## config.mk

```make
export PLATFORM = sky130hd
export DESIGN_NAME = trace_mem_ctrl
export DESIGN_NICKNAME = d
export VERILOG_FILES = /design/src/rtl/trace_mem_ctrl.sv
export SDC_FILE = /design/constraint.sdc
export NUM_CORES = 2
export LEC_CHECK = 0
export CAP_MARGIN = 20
export CELL_PAD_IN_SITES_DETAIL_PLACEMENT = 1
export CELL_PAD_IN_SITES_GLOBAL_PLACEMENT = 2
export CORE_ASPECT_RATIO = 1.75
export CORE_MARGIN = 5
export CORE_UTILIZATION = 55
export CTS_CLUSTER_DIAMETER = 100
export DETAILED_ROUTE_END_ITERATION = 10
export PLACE_DENSITY_LB_ADDON = 0.1
export SLEW_MARGIN = 20
export SYNTH_ARGS = -nofsm -noshare
export SYNTH_HDL_FRONTEND = slang
export SYNTH_SLANG_ARGS = --single-unit
```

## constraint.sdc

```tcl
create_clock -name CLK_I -period 9.2 [get_ports CLK_I]
set_input_delay 1.38 -clock CLK_I [delete_from_list [all_inputs] [get_ports CLK_I]]
set_output_delay 1.38 -clock CLK_I [all_outputs]
set_load 0.02 [all_outputs]
```

## src/rtl/trace_mem_ctrl.sv

```systemverilog
// rtl/trace_mem_ctrl.sv - trace capture buffer with stream and trigger/post-trigger modes
//
// Purpose: stores logger words in a DEPTH x WIDTH circular buffer. Stream mode
// behaves as a plain FIFO. Trigger mode records continuously, overwriting the
// oldest entry when full, until a trigger arrives. It then captures
// POST_COUNT_I further words and holds the window for readout.
//
// Ports:
//   CLK_I, RST_I                 clock, synchronous active-high reset
//   MODE_I                       0 = trigger, 1 = stream (latched on arm)
//   ENABLE_I                     arm/run (1) or stop (0)
//   TRG_EVENT_I, POST_COUNT_I    trigger pulse and post-trigger word count
//   LOG_VALID_I/LOG_DATA_I/LOG_READY_O   logger write handshake
//   RD_VALID_O/RD_DATA_O/RD_READY_I      oldest-first read handshake
//   COUNT_O, STATE_O, OVERFLOW_O         fill level, FSM state, sticky drop flag
module trace_mem_ctrl #(
  parameter int WIDTH = 32,
  parameter int DEPTH = 64,
  localparam int AW = $clog2(DEPTH)
) (
  input  logic             CLK_I,
  input  logic             RST_I,
  input  logic             MODE_I,
  input  logic             ENABLE_I,
  input  logic             TRG_EVENT_I,
  input  logic [AW-1:0]    POST_COUNT_I,
  input  logic             LOG_VALID_I,
  input  logic [WIDTH-1:0] LOG_DATA_I,
  output logic             LOG_READY_O,
  output logic             RD_VALID_O,
  output logic [WIDTH-1:0] RD_DATA_O,
  input  logic             RD_READY_I,
  output logic [AW:0]      COUNT_O,
  output logic [1:0]       STATE_O,
  output logic             OVERFLOW_O
);

  typedef enum logic [1:0] {
    S_IDLE  = 2'd0,
    S_ARMED = 2'd1,
    S_POST  = 2'd2,
    S_DONE  = 2'd3
  } state_t;

  localparam logic [AW:0] FULL_CNT = (AW+1)'(DEPTH);

  logic [WIDTH-1:0] mem [DEPTH];
  state_t           state_q, state_d;
  logic [AW-1:0]    wptr_q, rptr_q, post_cnt_q;
  logic [AW:0]      count_q;
  logic             mode_q, ovf_q;

  logic log_ready, rd_valid, arm, trig_load, wr, rd, full, empty, overwrite;

  assign full  = (count_q == FULL_CNT);
  assign empty = (count_q == '0);

  always_comb begin
    state_d   = state_q;
    log_ready = 1'b0;
    rd_valid  = 1'b0;
    arm       = 1'b0;
    trig_load = 1'b0;
    case (state_q)
      S_IDLE: begin
        rd_valid = !empty;
        if (ENABLE_I) begin
          arm     = 1'b1;
          state_d = S_ARMED;
        end
      end
      S_ARMED: begin
        if (mode_q) begin
          log_ready = !full;
          rd_valid  = !empty;
        end else begin
          // Trigger mode records unconditionally; reads wait for DONE/IDLE.
          log_ready = 1'b1;
        end
        if (!ENABLE_I) begin
          state_d = S_IDLE;
        end else if (!mode_q && TRG_EVENT_I) begin
          trig_load = 1'b1;
          state_d   = (POST_COUNT_I == '0) ? S_DONE : S_POST;
        end
      end
      S_POST: begin
        log_ready = 1'b1;
        if (!ENABLE_I) begin
          state_d = S_IDLE;
        end else if (LOG_VALID_I && post_cnt_q == AW'(1)) begin
          state_d = S_DONE;
        end
      end
      default: begin
        rd_valid = !empty;
        if (!ENABLE_I) state_d = S_IDLE;
      end
    endcase
  end

  assign wr        = LOG_VALID_I && log_ready;
  assign rd        = rd_valid && RD_READY_I;
  // Only reachable in trigger mode: stream mode deasserts ready when full.
  assign overwrite = wr && full;

  always_ff @(posedge CLK_I) begin
    if (RST_I) begin
      state_q    <= S_IDLE;
      wptr_q     <= '0;
      rptr_q     <= '0;
      count_q    <= '0;
      post_cnt_q <= '0;
      mode_q     <= 1'b0;
      ovf_q      <= 1'b0;
    end else begin
      state_q <= state_d;
      if (arm) begin
        wptr_q  <= '0;
        rptr_q  <= '0;
        count_q <= '0;
        ovf_q   <= 1'b0;
        mode_q  <= MODE_I;
      end else begin
        if (wr) wptr_q <= wptr_q + AW'(1);
        if (rd || overwrite) rptr_q <= rptr_q + AW'(1);
        if (wr && !rd && !full) count_q <= count_q + (AW+1)'(1);
        else if (rd && !wr)     count_q <= count_q - (AW+1)'(1);
        if (state_q == S_ARMED && mode_q && LOG_VALID_I && !log_ready) ovf_q <= 1'b1;
      end
      if (trig_load) begin
        post_cnt_q <= POST_COUNT_I;
      end else if (state_q == S_POST && wr) begin
        post_cnt_q <= post_cnt_q - AW'(1);
      end
    end
  end

  // Array is not reset; pointers and count define which entries are valid.
  always_ff @(posedge CLK_I) begin
    if (wr) mem[wptr_q] <= LOG_DATA_I;
  end

  assign LOG_READY_O = log_ready;
  assign RD_VALID_O  = rd_valid;
  assign RD_DATA_O   = mem[rptr_q];
  assign COUNT_O     = count_q;
  assign STATE_O     = state_q;
  assign OVERFLOW_O  = ovf_q;

endmodule

```

; ---- Word-level counts from Yosys, hierarchy flattened
; Memories as Yosys holds them, arrays and structs flattened. A register that Yosys moved wholly into a read port is not among the register bits.
; Cells that the tools add are included.
[totals]
register_bits = 29
ram_bits = 2048
input_bits = 45
output_inout_bits = 44
elab_cells = 72
memories = 1
[classes]
n_addsub = 5
eq_ne = 8
muxes = 25
n_reduce_logical = 26
[memory_table]
columns = memory, words, word_bits, read_ports, rd_clocked_by_memory_dff, wr, line
row1 = mem, 64, 32, 1, 1, 1, 47  ; logic [WIDTH-1:0] mem [DEPTH];
[op_table]
columns = op, count
row1 = 6-bit two-way mux, 4
row2 = 7-bit two-way mux, 2
row3 = 6-bit by 1-bit adder with 6-bit output (second input constant), 2
row4 = 1-bit logical AND, 12
row5 = 2-bit two-way mux, 6
row6 = 1-bit two-way mux, 10
row7 = 7-bit by 1-bit adder with 7-bit output (second input constant), 1
row8 = 7-bit equality test (second input constant), 1
row9 = 7-bit logical NOT, 1
row10 = 7-bit by 1-bit subtractor with 7-bit output (second input constant), 1
row11 = 6-bit by 1-bit equality test with 1-bit output (second input constant), 1
row12 = 1-bit logical NOT, 6
row13 = 6-bit logical NOT, 1
row14 = 3-bit inequality test (second input constant), 2
row15 = 2-bit one-hot mux with 3 select lines, 1
row16 = 6-bit by 1-bit subtractor with 6-bit output (second input constant), 1
row17 = 4-bit by 1-bit inequality test with 1-bit output (second input constant), 1
row18 = 1-bit one-hot mux with 2 select lines, 2
row19 = 4-bit AND reduction, 1
row20 = 2-bit nonzero test, 2
row21 = 2-bit by 1-bit equality test with 1-bit output (second input constant), 1
row22 = 2-bit equality test (second input constant), 1
row23 = 2-bit logical NOT, 1
row24 = 2-bit inequality test (second input constant), 1
row25 = other kinds (2), 2

; ---- Logic depth before layout (Yosys ltp)
[logic_depth]
word_depth = 9
mapped_depth = 14
ltp_nobuf = 13

; ---- Least setup slack after synthesis
; Ideal clock, no wire load.
[synth_path]
kind = input-to-reg
from = input port LOG_VALID_I
to = memory mem[58][0], enable pin
setup_ns = 0.421
t_arrival_ns = 3.539
t_required_ns = 8.779
path_slack_ns = 5.240
cell_stages = 5
n_path_buf = 2
path_cell_list = buf_2 > nand2_1 > or4_1 > clkbuf_1 > nor2_1
[synth_between]
elab_chain_cells = 3
[synth_lines]
columns = item, line
row1 = from (decl), 27  ; input logic LOG_VALID_I,
row2 = 1-bit logical AND, 102  ; assign wr = LOG_VALID_I && log_ready;
row3 = 1-bit two-way mux, 141  ; if (wr) mem[wptr_q] <= LOG_DATA_I;
row4 = 1-bit two-way mux (implied by the code), 141
row5 = to (decl), 47
; No other way between the ends.

==> qor.txt <==
Status: completed
Clock latency on the worst-skew pair: 0.81 ns
Compound-Gate Fraction of Synth Area: 2.99%
Setup crit start kind: flip-flop
Top_reg_cell synth: edfxtp_1
Drt initial violations: 4029
Distinct cells, synth: 52
GRT met2 Usage: 51.2%
Clock Skews: 0.0340 ns
Die area: 152000 um2
Number of synthesized flops with an enable pin: 2048
Synthesis Warnings: 0
Reg clk slew, reported paths: 0.07 ns
Final setup violation count: 0
M1 GR Usage: 34.7%
TritonCTS Buffers: 178
Vias: 38.1k
Setup TNS: 0 ns
Worst setup EP type: output pin
Post-Synth Adder-Cell Area: 0.230%
Largest net degree at the start of global routing: 132
Initial Utilization: 55.3%
Largest family of logic cells by synthesized area: multiplexers
Simple-Gate Fraction of Synth Area: 1.43%
DR DRC count: 0
Total grt overflow: 0
Final Hold Fails: 0
Worst Path Max Fanout: 54
1st-pass router iterations: 5
Slew HR: 23.5%
Ports: 89
M3 GR Usage: 3.91%
P_leak: 26.6 nW
Reg2reg setup slack: 5.11 ns
Crit path DAT: 5.27 ns
Crit Path Class: reg2out
VDD IR-drop max: 0.223 mV
Most frequent cells in the layout: edfxtp_1, mux4_2, clkbuf_16
Final WL: 212 mm
Worst-Margin Slew: 1.14 ns
Most Used Layer, Global Route: met2
Post-synthesis sequential area ratio: 78.4%
Worst Hold Margin: 0.493 ns
RSZ-0062 raised after global routing: no
HPWL after DPL: 121 mm
Pre-CTS WS: 3.35 ns
Setup Fix Bufs, Post-CTS: 0
Die width: 297 um
Total power: 21.1 mW
Placement Rows: 184
Vias/cell: 6.69
Nets@finish: 3737
First-pass GRT wire length: 305 mm
Routed WL per cell: 37.3 um
Root buf cell: clkbuf_16
CTS H-tree depth: 4
Core outline area: 143000 um2
Clk buf depth: 3
Async SR Flop Fraction: 0%
Tot GR Track Use: 28.0%
Gates resized, CTS repair: 0
Pwr/cell area: 237 nW/um2
Tmin final: 6.65 ns
HP Class: reg2reg
Area Overhead vs Synth: 12.2%
Mapped Nets: 3563
Mux contribution to synthesized area: 15.6%
Die Span Y: 512 um
Hold Buf Count CTS: 0
Final period util: 72.3%
Vias in the first global route: 41.1k
Slew Viols, Final: 0
Buffers on Ports: 88
CTS tree: built
GP Congestion: 0.802
Clock tree sinks: 2083
Synth Register Bits: 2083
Final setup margin: 2.55 ns
Leading cell type in the layout, fill and taps excluded: edfxtp_1
Share of layout cells above drive strength 1: 26.0%
Initial antenna violation count: 13
Req. time, crit path: 7.82 ns
Fmax: 150 MHz
Cell area after synthesis: 79300 um2
Total of max-cap violations: 0
Avg Cell Area, Syn: 22.6 um2
XOR/XNOR Fraction of Synth Area: 0.221%
Post-Syn Instances: 3504
ANT nets after route: 0
Placed insts: 5357
Non-Filler Instances: 5690
-- flip-flops by register name, indices dropped and copies added (netlist names), named ones only --
signal / flops
COUNT_O: 7
OVERFLOW_O: 1
STATE_O: 2
mem: 2048
mode_q: 1
post_cnt_q: 6
rptr_q: 6
wptr_q: 6
-- final timing paths --
check        cells after the start        from            end
max                              7   flip-flop  RD_DATA_O[13]
min                              2  OVERFLOW_O     OVERFLOW_O
max reg2reg                      9  STATE_O[1]    mem[41][14]
min reg2reg                      2  OVERFLOW_O     OVERFLOW_O
-- where the power goes --
group	switching (mW)	internal, mW
registers	0.0750	10.5
logic	1.43	1.40
clock network	3.37	4.38
total	4.87	16.2
-- routing by layer --
layer | vias up | wire (um)
met5 | - | 14
met4 | 2 | 7550
met3 | 387 | 12500
met2 | 1530 | 116000
met1 | 20800 | 75800
li1 | 15300 | -
-- cells by family after synthesis --
family                   Yosys count
AO/OA/AOI/OAI                    339
multiplexers                     596
flip-flops                      2083
adder cells (fa/ha/maj)           14
AND/OR/NAND/NOR                  246
buffers and inverters            206
XOR/XNOR                          20
-- worst max-delay path, cell delays in order, from the launching register on --
cell and delay [ns]:
dfxtp_4 0.95, buf_4 0.75, mux4_2 0.41, mux2i_1 0.34, o22ai_1 0.23, nor3_1 0.76, o221ai_1 0.27, clkdlybuf4s50_1 0.62
-- cell usage after synthesis, types with 3 or more instances --
master,instances,area share (%)
o21ai_0,23,0.15
nand2_1,37,0.18
nand4_1,5,0.039
nor3_1,20,0.13
xnor2_1,9,0.099
and3_1,5,0.039
buf_1,19,0.090
clkbuf_1,95,0.45
a21oi_1,100,0.63
a22o_1,44,0.49
nand3_1,7,0.044
mux4_2,512,15
a221oi_1,57,0.63
or3_1,6,0.047
dfxtp_1,35,0.88
nand2b_1,12,0.095
nor2b_1,12,0.095
mux2i_1,83,1.0
o211a_1,3,0.038
o22ai_1,52,0.41
buf_2,76,0.48
nor2_1,125,0.59
buf_4,5,0.047
a211oi_1,11,0.10
xor2_1,11,0.12
ha_1,13,0.21
or2_2,4,0.032
o2111ai_1,3,0.033
o221ai_1,36,0.40
inv_1,10,0.047
edfxtp_1,2048,78
-- area by class of cell --
class                           instances  area, um2
Clock inverter                        108       1230
Tap cell                             1860       2330
Multi-Input combinational cell       1215      16800
Inverter                               10       37.5
Antenna cell                            7       17.5
Timing Repair Buffer                  190       1650
Sequential cell                      2083      62200
Fill cell                           11400      54400
Clock buffer                          217       4740
-- through the flow --
step	util (%)	cell area [um2]
after floorplan	-	79300
after global placement	57.8	82900
after detailed placement	57.8	82900
after CTS	62.0	88900
after global routing	62.0	89000
final	62.0	89000
Power figures use the tool's default switching activity.
